[src/rtl/tq_round_clip_8.sv]
// Eight-lane round / arithmetic-shift / saturate normaliser; TQ_ROUND_CLIP_SAT_CNT_EN adds a clip-beat counter.
// Latency: 2 cycles from input accept to o_valid; one beat per cycle sustained.
// Backpressure: full-pipeline stall while o_valid & !o_ready; i_ready = !o_valid | o_ready.
module tq_round_clip_8 #(
    parameter int IN_W  = 28,
    parameter int OUT_W = 16,
    parameter int SH_W  = 4
) (
    input  logic                    clk,
    input  logic                    rst,
    input  logic                    i_valid,
    output logic                    i_ready,
    input  logic [SH_W-1:0]         i_shift,
    input  logic signed [IN_W-1:0]  i_0,
    input  logic signed [IN_W-1:0]  i_1,
    input  logic signed [IN_W-1:0]  i_2,
    input  logic signed [IN_W-1:0]  i_3,
    input  logic signed [IN_W-1:0]  i_4,
    input  logic signed [IN_W-1:0]  i_5,
    input  logic signed [IN_W-1:0]  i_6,
    input  logic signed [IN_W-1:0]  i_7,
    output logic                    o_valid,
    input  logic                    o_ready,
    output logic signed [OUT_W-1:0] o_0,
    output logic signed [OUT_W-1:0] o_1,
    output logic signed [OUT_W-1:0] o_2,
    output logic signed [OUT_W-1:0] o_3,
    output logic signed [OUT_W-1:0] o_4,
    output logic signed [OUT_W-1:0] o_5,
    output logic signed [OUT_W-1:0] o_6,
    output logic signed [OUT_W-1:0] o_7,
    output logic                    o_sat
`ifdef TQ_ROUND_CLIP_SAT_CNT_EN
    ,
    input  logic                    i_sat_clr,
    output logic [15:0]             o_sat_cnt
`endif
);

    localparam int LANES = 8;
    localparam int X_W   = IN_W + 1;

    // Saturation bounds sign-extended to the stage-1 width.
    localparam logic signed [X_W-1:0] SMAX = {{(X_W-OUT_W+1){1'b0}}, {(OUT_W-1){1'b1}}};
    localparam logic signed [X_W-1:0] SMIN = {{(X_W-OUT_W+1){1'b1}}, {(OUT_W-1){1'b0}}};

    logic signed [IN_W-1:0]  in_lane [LANES];
    logic                    advance;
    logic [31:0]             sh_req;
    logic [31:0]             sh_eff;
    logic [X_W-1:0]          rnd;
    logic signed [X_W-1:0]   sum     [LANES];
    logic signed [X_W-1:0]   s1_nxt  [LANES];

    logic                    s1_v;
    logic signed [X_W-1:0]   s1_x    [LANES];

    logic signed [OUT_W-1:0] sat_val [LANES];
    logic [LANES-1:0]        clip;

    logic signed [OUT_W-1:0] o_r     [LANES];

    assign in_lane[0] = i_0;
    assign in_lane[1] = i_1;
    assign in_lane[2] = i_2;
    assign in_lane[3] = i_3;
    assign in_lane[4] = i_4;
    assign in_lane[5] = i_5;
    assign in_lane[6] = i_6;
    assign in_lane[7] = i_7;

    assign advance = !o_valid || o_ready;
    assign i_ready = advance;

    // Shift amounts beyond the lane width clamp to IN_W-1.
    assign sh_req = 32'(i_shift);
    assign sh_eff = (sh_req > 32'(IN_W - 1)) ? 32'(IN_W - 1) : sh_req;
    assign rnd    = (sh_eff == 32'd0) ? '0 : (X_W'(1) << (sh_eff - 32'd1));

    // One guard bit keeps the rounding add from wrapping.
    always_comb begin
        for (int k = 0; k < LANES; k++) begin
            sum[k]    = signed'({in_lane[k][IN_W-1], in_lane[k]}) + signed'(rnd);
            s1_nxt[k] = sum[k] >>> sh_eff;
        end
    end

    always_ff @(posedge clk or posedge rst) begin
        if (rst) begin
            s1_v <= 1'b0;
            for (int k = 0; k < LANES; k++) begin
                s1_x[k] <= '0;
            end
        end else if (advance) begin
            s1_v <= i_valid;
            if (i_valid) begin
                for (int k = 0; k < LANES; k++) begin
                    s1_x[k] <= s1_nxt[k];
                end
            end
        end
    end

    always_comb begin
        for (int k = 0; k < LANES; k++) begin
            sat_val[k] = s1_x[k][OUT_W-1:0];
            clip[k]    = 1'b0;
            if (s1_x[k] > SMAX) begin
                sat_val[k] = {1'b0, {(OUT_W-1){1'b1}}};
                clip[k]    = 1'b1;
            end else if (s1_x[k] < SMIN) begin
                sat_val[k] = {1'b1, {(OUT_W-1){1'b0}}};
                clip[k]    = 1'b1;
            end
        end
    end

    // Output lanes and o_sat hold their last value across bubbles.
    always_ff @(posedge clk or posedge rst) begin
        if (rst) begin
            o_valid <= 1'b0;
            o_sat   <= 1'b0;
            for (int k = 0; k < LANES; k++) begin
                o_r[k] <= '0;
            end
        end else if (advance) begin
            o_valid <= s1_v;
            if (s1_v) begin
                o_sat <= |clip;
                for (int k = 0; k < LANES; k++) begin
                    o_r[k] <= sat_val[k];
                end
            end
        end
    end

    assign o_0 = o_r[0];
    assign o_1 = o_r[1];
    assign o_2 = o_r[2];
    assign o_3 = o_r[3];
    assign o_4 = o_r[4];
    assign o_5 = o_r[5];
    assign o_6 = o_r[6];
    assign o_7 = o_r[7];

`ifdef TQ_ROUND_CLIP_SAT_CNT_EN
    // Counts clipped output transfers; clear has priority over increment.
    always_ff @(posedge clk or posedge rst) begin
        if (rst) begin
            o_sat_cnt <= '0;
        end else if (i_sat_clr) begin
            o_sat_cnt <= '0;
        end else if (o_valid && o_ready && o_sat && (o_sat_cnt != 16'hFFFF)) begin
            o_sat_cnt <= o_sat_cnt + 16'd1;
        end
    end
`endif

endmodule

[config.mk]
export PLATFORM = sky130hd
export DESIGN_NAME = tq_round_clip_8
export DESIGN_NICKNAME = d
export VERILOG_FILES = /design/src/rtl/tq_round_clip_8.sv
export SDC_FILE = /design/constraint.sdc
export NUM_CORES = 2
export LEC_CHECK = 0
export ABC_AREA = 1
export CORE_MARGIN = 5
export CORE_UTILIZATION = 35
export CTS_CLUSTER_SIZE = 30
export DETAILED_ROUTE_END_ITERATION = 16
export PLACE_DENSITY = 0.51
export SETUP_SLACK_MARGIN = 0.2
export SLEW_MARGIN = 5
export SYNTH_ARGS = -nofsm -noshare
export SYNTH_HDL_FRONTEND = slang
export SYNTH_SLANG_ARGS = --single-unit
[constraint.sdc]
create_clock -name clk -period 10.65 [get_ports clk]
set_input_delay 1.5975 -clock clk [delete_from_list [all_inputs] [get_ports clk]]
set_output_delay 1.5975 -clock clk [all_outputs]
set_load 0.01 [all_outputs]
[Yosys cells after proc, flatten, opt, wreduce, memory -nomap -nowiden]
Cells that the tools add are included.
Operators by class
  magnitude comparators: 17
  add/sub/neg operators: 9
  shift-type cells: 9
  reductions and logical operators: 6
  muxes and demuxes: 34
Operators with widths (number)
  $mux W16: 16
  $add A28 B29 Y29: 8
  $gt A29 B16 Y1 const B: 8
  $lt A29 B16 Y1 const B: 8
  $sshr A29 B5 Y29: 8
  $logic_not A32 Y1: 1
  $shl A1 B32 Y29 const A: 1
  $mux W29: 1
  $mux W1: 16
  $reduce_or A8 Y1: 1
  $sub A5 B1 Y6 const B: 1
  $gt A4 B5 Y1 const B: 1
  $mux W5: 1
  $reduce_and A2 Y1: 2
  $logic_not A1 Y1: 1
  $logic_or A1 B1 Y1: 1
Storage, ports and cells
  register bits after elaboration: 363
  word-level logic and storage cells: 94
  input port bits: 232

[Depth between registers and ports, before layout]
  depth after elaboration: 7
  gate-level depth with buffers: 34

[Least setup slack after synthesis]
OpenSTA, ideal clock, no wires.
  kind: input -> register
  start point: input i_shift[0]
  end point: register s1_x[122] in the netlist's numbering
  arrival time: 5.679 ns
  setup time: 0.116 ns
  cell stages on the path: 26
  path slack: 4.855 ns
  cell sequence: buf_4 inv_2 clkbuf_1 clkbuf_1 buf_1 ha_1 inv_1 nand2_1 nand2_4 nor3_1 ha_1 a21oi_1 inv_1 a21oi_1 inv_1 nand2_1 nand3_1 o21bai_1 xnor2_1 nand2_1 nand3_1 nand3_1 nand2_1 nand2_1 nand2_1 nand2_1
Between the ends
  word-level cells in the longest chain between the ends: 7
  elaborated cells between the ends (all ways): 8
RTL lines
  from (decl): line 13  | input logic [SH_W-1:0] i_shift,
  $gt A4 B5 Y1: line 77  | assign sh_eff = (sh_req > 32'(IN_W - 1)) ? 32'(IN_W - 1) : sh_req;
  $mux W5 (*): line 77
  $sub A5 B1 Y6: line 78  | assign rnd = (sh_eff == 32'd0) ? '0 : (X_W'(1) << (sh_eff - 32'd1));
  $shl A1 B32 Y29: line 78
  $mux W29: line 78
  $add A28 B29 Y29: line 83  | sum[k] = signed'({in_lane[k][IN_W-1], in_lane[k]}) + signed'(rnd);
  $sshr A29 B5 Y29 (*): line 84  | s1_nxt[k] = sum[k] >>> sh_eff;
  to (signal, indexed assignment): line 98  | s1_x[k] <= s1_nxt[k];
  to (decl): line 56  | logic signed [X_W-1:0] s1_x [LANES];
Every way passes the cells marked *; elsewhere a longest branch is shown, timed or not.
A chain may end at the register's enable or synchronous reset.

[Worst setup path after layout]
  start point: input i_shift[0]
  end point: register s1_x[227] in the netlist's numbering
The elaborated chain is that of the path after synthesis.

==> key figures <==
Run status
  – Run status: finished, final reports clean

Power and ir drop
  – Leak Pwr: 23.40 nW
  – P per Cell Area: 135.3 mW/mm^2
  – Max IR drop VDD: 0.1189 mV

Layout
  – # diodes: 0
  – Area Overhead vs Synth: 17.05%
  – Final Instance Count excl. Fillers: 8634
  – Final Cell Area: 0.04606 mm^2
  – Fillers: 12540
  – Final net count: 7511
  – Share of cells above drive strength 1: 0.03350
  – Most frequent cells in the layout: nand2_1 (2043), nand3_1 (1564), inv_1 (647)
  – Layout Utilization: 0.4111
  – Commonest non-fill, non-tap cell in the layout: nand2_1

Synth
  – Synth cell types: 54
  – Fraction of registers with async set or reset after synthesis: 1.000
  – Yosys warnings: 0
  – Synthesized area per cell: 5.781 um^2
  – Cell Area, Synth: 0.03935 mm^2
  – Syn Inst Count: 6807
  – Sequential fraction of the synthesis area: 0.2308
  – Top_reg_cell synth: dfrtp_1
  – Post-synth EDFFs: 0
  – Seq cells post-synth: 363

Placement
  – Post-DP HPWL: 157.9 mm
  – Area after DPL: 0.04470 mm^2
  – Routability-driven placement congestion ratio: 0.9746
  – Buffers on Ports: 362
  – Dpl cells: 8559

Floorplan
  – Core area: 0.1120 mm^2
  – Die Footprint: 0.1192 mm^2
  – Initial Util: 0.3512
  – Die Ht: 345.3 um
  – Num rows: 123
  – IO Count: 363
  – Die X: 345.3 um

Clock network
  – TritonCTS Buffers: 41
  – Worst-path clk slew: 60 ps
  – Hold buffers post-CTS: 0
  – H-tree depth: 2
  – Clk_lat worst skew: 600 ps
  – CTS tree: built
  – CTS Root Cell: clkbuf_16
  – Post_cts resized: 0
  – Setup Buffers After CTS: 0
  – Maximum buffer depth of the clock tree: 3
  – CTS sink cnt: 363

Drt
  – Vias: 48100
  – DRT Wirelength: 199.0 mm
  – ANT nets after route: 0
  – Drt first pass iters: 8
  – WL/cell: 23.04 um
  – Initial drt markers: 5313
  – DR DRC count: 0
  – Vias per inst: 5.571

STA
  – Tightest Pin Transition: 1195 ps
  – Endpoints failing setup: 0
  – Setup Total Neg Slack: 0 ps
  – Final Max Tran Viols: 0
  – Tcrit/Tclk final: 0.5851
  – RSZ-0062 raised after global routing: no
  – Clock Skew: 25.30 ps
  – Hold WS: 479.6 ps
  – Relative slew margins: 0.2003
  – Post-layout min period: 6232 ps
  – F_max: 0.1605 GHz
  – Final number of hold-violating endpoints: 0

Worst setup path
  – Worst endpoint required time: 11170 ps
  – R2R setup slack: 7010 ps
  – Slowest CP cell: nor2_2
  – CP Launch Type: input pin
  – Cell family with most CP delay: simple AND/OR/NAND/NOR gates
  – Cell mode on critical path: nand2_1
  – Critical path capture point type: flip-flop
  – Worst Path Buf+Inv: 2
  – Worst path cell trace: buf_6, nor2_4, nand2_1, nand2_2, nand2_4, nor2_2, ha_1, ha_1, inv_1, nand2_1, nand2_1, nand2_1, nand2_1, o21bai_1, nand2_1, nand3_1, nand2_1, nand3_1, nand3_1, nand2_1, nand2_1, nand2_1, nand2_1, a21oi_1
  – Critical path fanouts, max: 26
  – CP arrival: 6760 ps
  – Critical path's largest stage delay: 850 ps
  – CP Class: in2reg

Global routing
  – GR Util All Layers: 0.3198
  – First-pass GRT wire length: 294.5 mm
  – Largest net degree at the start of global routing: 152
  – Vias in the first global route: 44510
  – Antenna violations before repair: 5
  – Grt ovf: 0

Worst hold path
  – Hold crit path type: reg2reg

Job
  – Maxcap violations: 0
[registers in the layout, indices dropped and copies added (netlist names)]
signal   flops
o_4         16
o_6         16
o_valid      1
o_5         16
o_0         16
s1_v         1
o_1         16
s1_x       232
o_7         16
o_2         16
o_3         16
o_sat        1
[metal layers]
metal / global-route usage / up-vias / share of wire
li1: - / 23200 / -
met1: 0.4808 / 22620 / 0.47
met2: 0.4635 / 2038 / 0.41
met3: 0.06138 / 241 / 0.088
met4: 0.08899 / 4 / 0.033
met5: 0 / - / 0.00013
[cell usage after synthesis (12+ instances only)]
master	number	area share
inv_1	648	0.062
o21ai_1	15	0.0019
a21oi_1	478	0.061
o211ai_1	30	0.0057
nand2_2	26	0.0041
xnor2_1	32	0.0071
nor2_1	590	0.056
nor4_1	19	0.0030
or2_2	20	0.0032
dfrtp_1	363	0.23
buf_2	14	0.0018
nand2_1	2044	0.19
nand3_1	1564	0.20
ha_1	177	0.056
or2_1	12	0.0019
nand3b_1	16	0.0031
o21bai_1	21	0.0040
clkbuf_1	153	0.015
nor3_1	70	0.0089
xor2_1	33	0.0073
buf_1	76	0.0072
o21ai_0	174	0.022
nand4_1	111	0.018
[through the flow]
stage / setup WS [ps] / power, W
final: 4418 / 0.006232
after global routing: 4203 / 0.006613
after CTS: 4521 / 0.006192
after detailed placement: 3902 / 0.004708
after global placement: 3933 / 0.004705
after floorplan: 4184 / 0.003481
[worst paths after layout]
path,start,to,cells past startpoint
max,i_shift[0],s1_x[227]$_DFFE_PP0P_,24
min,s1_x[36]$_DFFE_PP0P_,s1_x[36]$_DFFE_PP0P_,2
max reg2reg,o_valid$_DFFE_PP0N_,s1_x[10]$_DFFE_PP0P_,9
min reg2reg,s1_x[36]$_DFFE_PP0P_,s1_x[36]$_DFFE_PP0P_,2
max in group asynchronous,rst,s1_x[12]$_DFFE_PP0P_,4
min in group asynchronous,rst,o_2[7]$_DFFE_PP0P_,2
[final cells by class]
type / count / area, um^2 / share of cell area
Timing Repair Buffer: 411 / 4014 / 0.08715
Tap cell: 1500 / 1877 / 0.04075
Clock inverter: 18 / 203.9 / 0.004428
Multi-Input combinational cell: 5628 / 27240 / 0.5914
Clock buffer: 57 / 1156 / 0.02510
Sequential cell: 363 / 9084 / 0.1972
Inverter: 657 / 2487 / 0.05400
[worst register-to-register path: stages, from the launching register on]
cell and delay, ps:
dfrtp_1 370, inv_1 50, nor2_1 60, inv_1 150, nand2_4 260, buf_4 490
nor2_4 870, buf_4 780, nand3_1 400, nand3_1 160
[kinds of logic (layout without fill, tap and decap cells)]
group                      count (synthesis)  count (layout)  share of synthesized area
and+or+nand+nor                         4513            4513                     0.5024
buffers and inverters                    911            1143                    0.08903
AOI/OAI and AO/OA                        770             770                     0.1051
DFF                                      363             363                     0.2308
adders and majority gates                177             177                    0.05628
xor gates and xnor gates                  65              65                    0.01447
muxes                                      7               7                   0.001781
other                                      1              96                 0.00009530
[power breakdown]
part | switching, W | internal (W) | leakage, nW
logic | 0.00170 | 0.000960 | 18.6
registers | 0.000382 | 0.00172 | 4.11
clock network | 0.000645 | 0.000820 | 0.667
total | 0.00273 | 0.00350 | 23.4
Note: power is estimated with default switching activity, not from simulation.
